==> config.mk <==
export PLATFORM = sky130hd
export DESIGN_NAME = subleq_prog_loader
export DESIGN_NICKNAME = d
export VERILOG_FILES = /design/src/rtl/subleq_prog_loader.sv
export SDC_FILE = /design/constraint.sdc
export NUM_CORES = 1
export LEC_CHECK = 0
export ABC_AREA = 1
export CAP_MARGIN = 25
export CORE_MARGIN = 1
export CORE_UTILIZATION = 35
export CTS_CLUSTER_SIZE = 16
export DETAILED_ROUTE_END_ITERATION = 7
export PLACE_DENSITY = 0.51
export SETUP_SLACK_MARGIN = 0.15
export SYNTH_ARGS = -nofsm -noshare
export SYNTH_HDL_FRONTEND = slang
export SYNTH_SLANG_ARGS = --single-unit
export TNS_END_PERCENT = 5
==> constraint.sdc <==
create_clock -name clk -period 2.49 [get_ports clk]
set_input_delay 0.249 -clock clk [delete_from_list [all_inputs] [get_ports clk]]
set_output_delay 0.249 -clock clk [all_outputs]
set_load 0.05 [all_outputs]
==> src/rtl/subleq_prog_loader.sv <==
// subleq_prog_loader
//   Writer side of the SUBLEQ CPU memory port. Accepts a framed byte stream
//   (MAGIC, 16-bit little-endian word count N, N*BPW data bytes LSB first,
//   optional checksum byte), assembles DATA_W-bit words and writes them to
//   consecutive word addresses starting at 0. The CPU is held while loading
//   and released once the frame completes cleanly.
//
//   Optional feature: define LOADER_CHECKSUM_EN to require a trailing byte
//   equal to the mod-256 sum of all data bytes.
//
// Ports
//   clk, rst_n    clock, asynchronous active-low reset
//   start         one-cycle pulse; arms the loader (restarts if already busy)
//   in_data       stream byte
//   in_valid      stream byte valid
//   in_ready      loader accepts a byte this cycle
//   mem_we        one-cycle memory write strobe
//   mem_addr      write word address
//   mem_wdata     write data
//   cpu_hold      high while the CPU must stay halted
//   done          sticky clean-completion flag, cleared by start
//   error         sticky frame-error flag, cleared by start
//   words_loaded  words written in the current frame
module subleq_prog_loader #(
  parameter int unsigned ADDR_W = 8,
  parameter int unsigned DATA_W = 64,
  parameter logic [7:0]  MAGIC  = 8'hA5
) (
  input  logic              clk,
  input  logic              rst_n,
  input  logic              start,
  input  logic [7:0]        in_data,
  input  logic              in_valid,
  output logic              in_ready,
  output logic              mem_we,
  output logic [ADDR_W-1:0] mem_addr,
  output logic [DATA_W-1:0] mem_wdata,
  output logic              cpu_hold,
  output logic              done,
  output logic              error,
  output logic [ADDR_W:0]   words_loaded
);

  localparam int unsigned BPW      = DATA_W / 8;
  localparam int unsigned LANE_W   = (BPW > 1) ? $clog2(BPW) : 1;
  localparam int          MaxWords = 2 ** ADDR_W;

  typedef enum logic [3:0] {
    StIdle,
    StSync,
    StHdrLo,
    StHdrHi,
    StData,
    StWrite,
    StCheck,
    StDone,
    StError
  } state_e;

`ifdef LOADER_CHECKSUM_EN
  localparam state_e StFinish = StCheck;
`else
  localparam state_e StFinish = StDone;
`endif

  state_e              state_q, state_d;
  logic                in_ready_q;
  logic                mem_we_q;
  logic [ADDR_W-1:0]   addr_q;
  logic [DATA_W-1:0]   wdata_q;
  logic                cpu_hold_q;
  logic                done_q;
  logic                error_q;
  logic [ADDR_W:0]     words_q;
  logic [15:0]         count_q;
  logic [LANE_W-1:0]   lane_q;
  logic [DATA_W-1:0]   asm_q, asm_d;
`ifdef LOADER_CHECKSUM_EN
  logic [7:0]          sum_q;
`endif

  logic                accept;
  logic                last_lane;
  logic                last_word;
  logic [15:0]         hdr_n;

  function automatic logic is_rx(input state_e s);
    return (s == StSync) || (s == StHdrLo) || (s == StHdrHi) ||
           (s == StData) || (s == StCheck);
  endfunction

  // start takes priority over a byte offered in the same cycle.
  assign in_ready  = in_ready_q & ~start;
  assign accept    = in_valid & in_ready;
  assign last_lane = (lane_q == LANE_W'(BPW - 1));
  assign last_word = ((int'(words_q) + 1) == int'(count_q));
  assign hdr_n     = {in_data, count_q[7:0]};

  // Current word with the incoming byte dropped into its lane.
  always_comb begin
    asm_d = asm_q;
    for (int k = 0; k < int'(BPW); k++) begin
      if (lane_q == LANE_W'(k)) begin
        asm_d[8*k +: 8] = in_data;
      end
    end
  end

  always_comb begin
    state_d = state_q;
    if (start) begin
      state_d = StSync;
    end else begin
      unique case (state_q)
        StIdle:  state_d = StIdle;
        StSync: begin
          if (accept && (in_data == MAGIC)) state_d = StHdrLo;
        end
        StHdrLo: begin
          if (accept) state_d = StHdrHi;
        end
        StHdrHi: begin
          if (accept) begin
            if (int'(hdr_n) > MaxWords) begin
              state_d = StError;
            end else if (hdr_n == 16'd0) begin
              state_d = StFinish;
            end else begin
              state_d = StData;
            end
          end
        end
        StData: begin
          if (accept && last_lane) state_d = StWrite;
        end
        StWrite: state_d = last_word ? StFinish : StData;
`ifdef LOADER_CHECKSUM_EN
        StCheck: begin
          if (accept) state_d = (in_data == sum_q) ? StDone : StError;
        end
`endif
        StDone:  state_d = StIdle;
        StError: state_d = StError;
        default: state_d = StIdle;
      endcase
    end
  end

  always_ff @(posedge clk or negedge rst_n) begin
    if (!rst_n) begin
      state_q    <= StIdle;
      in_ready_q <= 1'b0;
      mem_we_q   <= 1'b0;
      addr_q     <= '0;
      wdata_q    <= '0;
      cpu_hold_q <= 1'b0;
      done_q     <= 1'b0;
      error_q    <= 1'b0;
      words_q    <= '0;
      count_q    <= '0;
      lane_q     <= '0;
      asm_q      <= '0;
`ifdef LOADER_CHECKSUM_EN
      sum_q      <= '0;
`endif
    end else begin
      state_q    <= state_d;
      in_ready_q <= is_rx(state_d);
      mem_we_q   <= 1'b0;
      if (start) begin
        // Restart: any partial word in asm_q is simply abandoned.
        cpu_hold_q <= 1'b1;
        done_q     <= 1'b0;
        error_q    <= 1'b0;
        words_q    <= '0;
        addr_q     <= '0;
        lane_q     <= '0;
`ifdef LOADER_CHECKSUM_EN
        sum_q      <= '0;
`endif
      end else begin
        unique case (state_q)
          StHdrLo: begin
            if (accept) count_q[7:0] <= in_data;
          end
          StHdrHi: begin
            if (accept) count_q[15:8] <= in_data;
          end
          StData: begin
            if (accept) begin
              asm_q <= asm_d;
`ifdef LOADER_CHECKSUM_EN
              sum_q <= sum_q + in_data;
`endif
              if (last_lane) begin
                lane_q   <= '0;
                mem_we_q <= 1'b1;
                wdata_q  <= asm_d;
              end else begin
                lane_q <= lane_q + LANE_W'(1);
              end
            end
          end
          StWrite: begin
            // Wraps to 0 after a full-capacity load; no write follows it.
            addr_q  <= addr_q + ADDR_W'(1);
            words_q <= words_q + (ADDR_W + 1)'(1);
          end
          default: ;
        endcase
        if (state_d == StDone) begin
          done_q     <= 1'b1;
          cpu_hold_q <= 1'b0;
        end
        if (state_d == StError) begin
          error_q <= 1'b1;
        end
      end
    end
  end

  assign mem_we       = mem_we_q;
  assign mem_addr     = addr_q;
  assign mem_wdata    = wdata_q;
  assign cpu_hold     = cpu_hold_q;
  assign done         = done_q;
  assign error        = error_q;
  assign words_loaded = words_q;

endmodule

Yosys cells after proc, flatten, opt, wreduce, memory -nomap -nowiden
Index checks and enable logic that the tools add are counted.

operators by class
  reductions and logical operators = 18
  multiplexer cells = 35
  bitwise gates (word level) = 3
  order comparisons = 1
  add/subtract/negate cells = 4
  equal/unequal tests = 22

operators with widths
  kind                    count
  $mux W8                 10
  $mux W4                 6
  $pmux W4 S6             1
  $eq A4 B3 Y1 const B    5
  $mux W9                 2
  $eq A10 B16 Y1          1
  $eq A4 B2 Y1 const B    4
  $gt A16 B9 Y1 const B   1
  $logic_not A16 Y1       1
  $eq A3 B3 Y1 const B    4
  $mux W3                 4
  $add A9 B1 Y10 const B  1
  $mux W1                 10
  $reduce_bool A2 Y1      5
  $add A9 B1 Y9 const B   1
  $reduce_and A3 Y1       3
  $add A8 B1 Y8 const B   1
  $eq A4 B1 Y1 const B    2
  $eq A4 B4 Y1 const B    2
  $eq A8 B8 Y1 const B    1
  $eq A3 B2 Y1 const B    2
  $logic_or A1 B1 Y1      4
  $mux W2                 2
  $reduce_and A4 Y1       1
  other kinds (7)         9

storage, ports and cells
  bits in registers = 173
  output and inout bits = 86

Logic depth before layout (Yosys ltp)
  depth in word-level cells = 12
  depth in mapped cells = 14

Least setup slack after synthesis
No wires, ideal clock.

  path type = register -> register
  start = register words_q[1], in the netlist words_loaded[1]
  end = register cpu_hold_q, in the netlist cpu_hold
  path slack = 459 ps
  setup time = 129 ps
  data required time = 2,361 ps
  data arrival time = 1,902 ps
  cell stages (with the launch flop) = 15
  cell sequence = dfrtp_1 -> ha_1 -> nand2_1 -> nor2_2 -> nand2_1 -> nand2_1 -> nand2_1 -> nand2_1 -> nand2_1 -> nor2_2 -> nand3_2 -> nand2_1 -> nand2_1 -> nand2_1 -> nand2_1

on the way
  word-level cells in the longest chain between the ends = 7

ends and longest elaborated chain
  item                                 RTL line  source
  from (decl)                          74        logic [ADDR_W:0] words_q;
  from (signal assigned)               207       words_q <= words_q + (ADDR_W + 1)'(1);
  $add A9 B1 Y10                       96        assign last_word = ((int'(words_q) + 1) == int'(count_q));
  $eq A10 B16 Y1                       96
  $mux W2                              136       StWrite: state_d = last_word ? StFinish : StData;
  $pmux W4 S6                          114       unique case (state_q)
  $mux W4                              111       if (start) begin
  $eq A4 B3 Y1                         211       if (state_d == StDone) begin
  $reduce_bool A2 Y1 (no source line)  n/a
  to (signal assigned)                 156       cpu_hold_q <= 1'b0;
  to (signal assigned)                 172       cpu_hold_q <= 1'b1;
  to (signal assigned)                 213       cpu_hold_q <= 1'b0;
  to (decl)                            71        logic cpu_hold_q;

No other way between the ends.
A chain may end at the register's enable or synchronous reset.

Worst setup path in the final report
  start = register words_q[2], in the netlist words_loaded[2]
  end = output port words_loaded[2]

RTL lines
  item       RTL line  source
  to (decl)  41        output logic [ADDR_W:0] words_loaded

No word-level cell between the ends.

==> metrics <==
first-pass GRT wire length=around 33 mm; area of the multi-input gates=3070 sq um; TNS Setup=0 ps; Fmax=496 MHz; Worst path max stage delay=850 ps; layout cells sized above 1=0.0665; Initial Utilization=0.360; Slew headroom=0.655; CTS tree=done; Cell Chain, Critical Path=clkdlybuf4s50_1; initial antenna violation count=0; clock network fraction of total power=0.481; antenna cells=0; Worst-Skew Late Latency=430 ps; RSZ-0062 raised after global routing=no; Internal Power=0.00458 W; WS Path Type=flop to primary output; #FFs+latches synth=167; Final WS setup=473 ps; arrival time at the worst endpoint=1770 ps; Core Util, Final=0.454; Switching Share=0.225; Critical Path RT=between 2000 and 2500 ps; IO buf count=97; number of routed nets with antenna violations=0; startpoint types=flop; GP Congestion=roughly 0.8; final setup fails=0; Synth cell types=30; Clock Path Buffers=2; Avg WL per Cell=14.6 um; H-tree levels=4; Layout area overhead=26.0%; drt drc=0; Seq/Total Area, Yosys=0.546; Least-Margin Pin Slew=516 ps; max_cap viols=0; worst-path fanout max=8; Mapped Avg Cell Area=around 7.8 sq um; drt total wl=20.0 mm; root buf cell=clkbuf_16; clk slew on worst S/H paths=70 ps; pwr dens=around 610 nW/um^2; status=completed; Final Instance Area=9640 sq um; Total GRT Usage=0.190; Syn Std Cell Area=about 7600 sq um; Via density=around 4.6; final hold viol count=0; starting DRC count in detailed routing=363; part of the cycle the worst path needs=0.810; HP Class=input pin to async pin; I/O pin cnt=98; Worst Reg-to-Reg Cells=9; total die area=22,400 sq um; top post-synthesis cells by count=nand2_1, dfrtp_1, o21ai_0, inv_1, nor2_1; reg2reg setup slack=520 ps; filler cell count=around 2,200; worst r2r src=lane_q[0]; DP Area=9000 sq um; post-synth top area share=0.546; LEAKAGE=4.82 nW; Clock Skew=just over 8 ps; largest area contributor in the netlist=dfrtp_1; Storage cell area=4180 sq um; DIE HEIGHT=between 100 and 150 um; pre-CTS worst setup slack=around 420 ps; fin crit period=2020 ps; sw power=between 0.001 and 0.0015 W; DR pass1 iterations=4; predominant post-synthesis flop cell=dfrtp_1; row count=53; Buf+Inv Stages, Crit Path=1; largest net degree at the start of global routing=53; count leader, synth=nand2_1; Slowest cell on crit path=clkdlybuf4s50_1; Area contributors post-synth=dfrtp_1, nand2_1, o21ai_0, inv_1, nand3_1; Syn Nets=1,001; Sink Count=167; EDFF count, synth=0; Post-CTS Setup Repair Bufs=0; Largest delay share family, worst path=buffers and inverters; Resized cells post-CTS=0; via count=6,377; async set-reset flop share out of synthesis=1.00; vias in the first global route=approximately 6,200; Die Width=150 um; terminus of the critical flop-to-flop path=in_ready_q; worst vdd ir=around 0.44 mV; CP endpoint kind=primary output; Pwr Total=0.00592 W; Ys Warns=0; CTS Buf Count=17; sequential share of power=0.473; core box area=approximately 21,000 sq um; Gate power share=0.046; Slew Viols, Final=0; nets=1,105; Syn Inst Count=981; dpl hpwl=~14 mm; grt total ovfl=0
per-stage QoR:
step	hold WS (ps)	instances
final	337	1372
after global routing	360	1372
after CTS	341	1372
after detailed placement	233	1340
after global placement	235	1340
after floorplan	-46.6	981
layer usage:
metal | track usage | routed length (um) | vias to the layer above
li1 | - | - | 3268
met1 | 0.251 | 9380 | 2983
met2 | 0.316 | 9750 | 114
met3 | 0.0387 | 684 | 12
met4 | 0.0535 | 176 | 0
met5 | 0 | 0 | -
flip-flops by register name, summed over array words and instances (netlist names):
name          cells
mem_addr          8
count_q          16
done              1
asm_q            58
state_q           4
cpu_hold          1
mem_wdata        64
mem_we            1
lane_q            3
in_ready_q        1
error             1
words_loaded      9
power by group through the flow:
stage	combinational, W	clock (W)	sequential [W]
6_report	0.000272	0.00285	0.00280
3_3_place_gp	0.000278	0	0.00285
4_1_cts	0.000281	0.00291	0.00280
3_5_place_dp	0.000279	0	0.00285
5_1_grt	0.000313	0.00301	0.00280
2_1_floorplan	0.000122	0	0.00284
area by class of cell:
type                       count  share of cell area
clock buffer                  20              0.0474
clock inverter                11              0.0180
inverter                      62              0.0241
multi-input combinational    715               0.318
sequential                   167               0.434
tap                          275              0.0357
timing repair buffer         122               0.123
repair_timing:
item	in CTS	in global routing
setup endpoints to repair	0	0
hold buffers	1	0
hold endpoints to repair	43	0
cells in the final DEF (no fill, tap or decap), types with 8 or more instances in the layout:
cell type	Yosys	layout
clkdlybuf4s50_1	0	95
buf_4	7	23
clkbuf_16	0	17
o21ai_0	97	97
nand4_1	8	8
nand3_1	29	29
inv_1	58	58
nor2_1	34	34
dfrtp_1	167	167
nand2_1	499	499
ha_1	8	8
worst max path at each step:
stage,slack [ps],endpoint,startpoint,cells after the start
2_1_floorplan,460,cpu_hold,words_loaded[1],14
3_3_place_gp,460,lane_q[2],start,8
3_5_place_dp,420,cpu_hold,in_data[1],11
4_1_cts,450,words_loaded[2],words_loaded[2],1
5_1_grt,290,cpu_hold,words_loaded[1],12
6_report,470,words_loaded[2],words_loaded[2],1
kinds of logic (layout without fill, tap and decap cells):
group           Yosys count  count (layout)  synth area share
compound gates          113             113            0.0759
fa+ha+maj                 8               8            0.0131
buf+inv                  99             215            0.0528
flops                   167             167             0.546
simple gates            594             594             0.312
(Power assumes the default switching activity.)
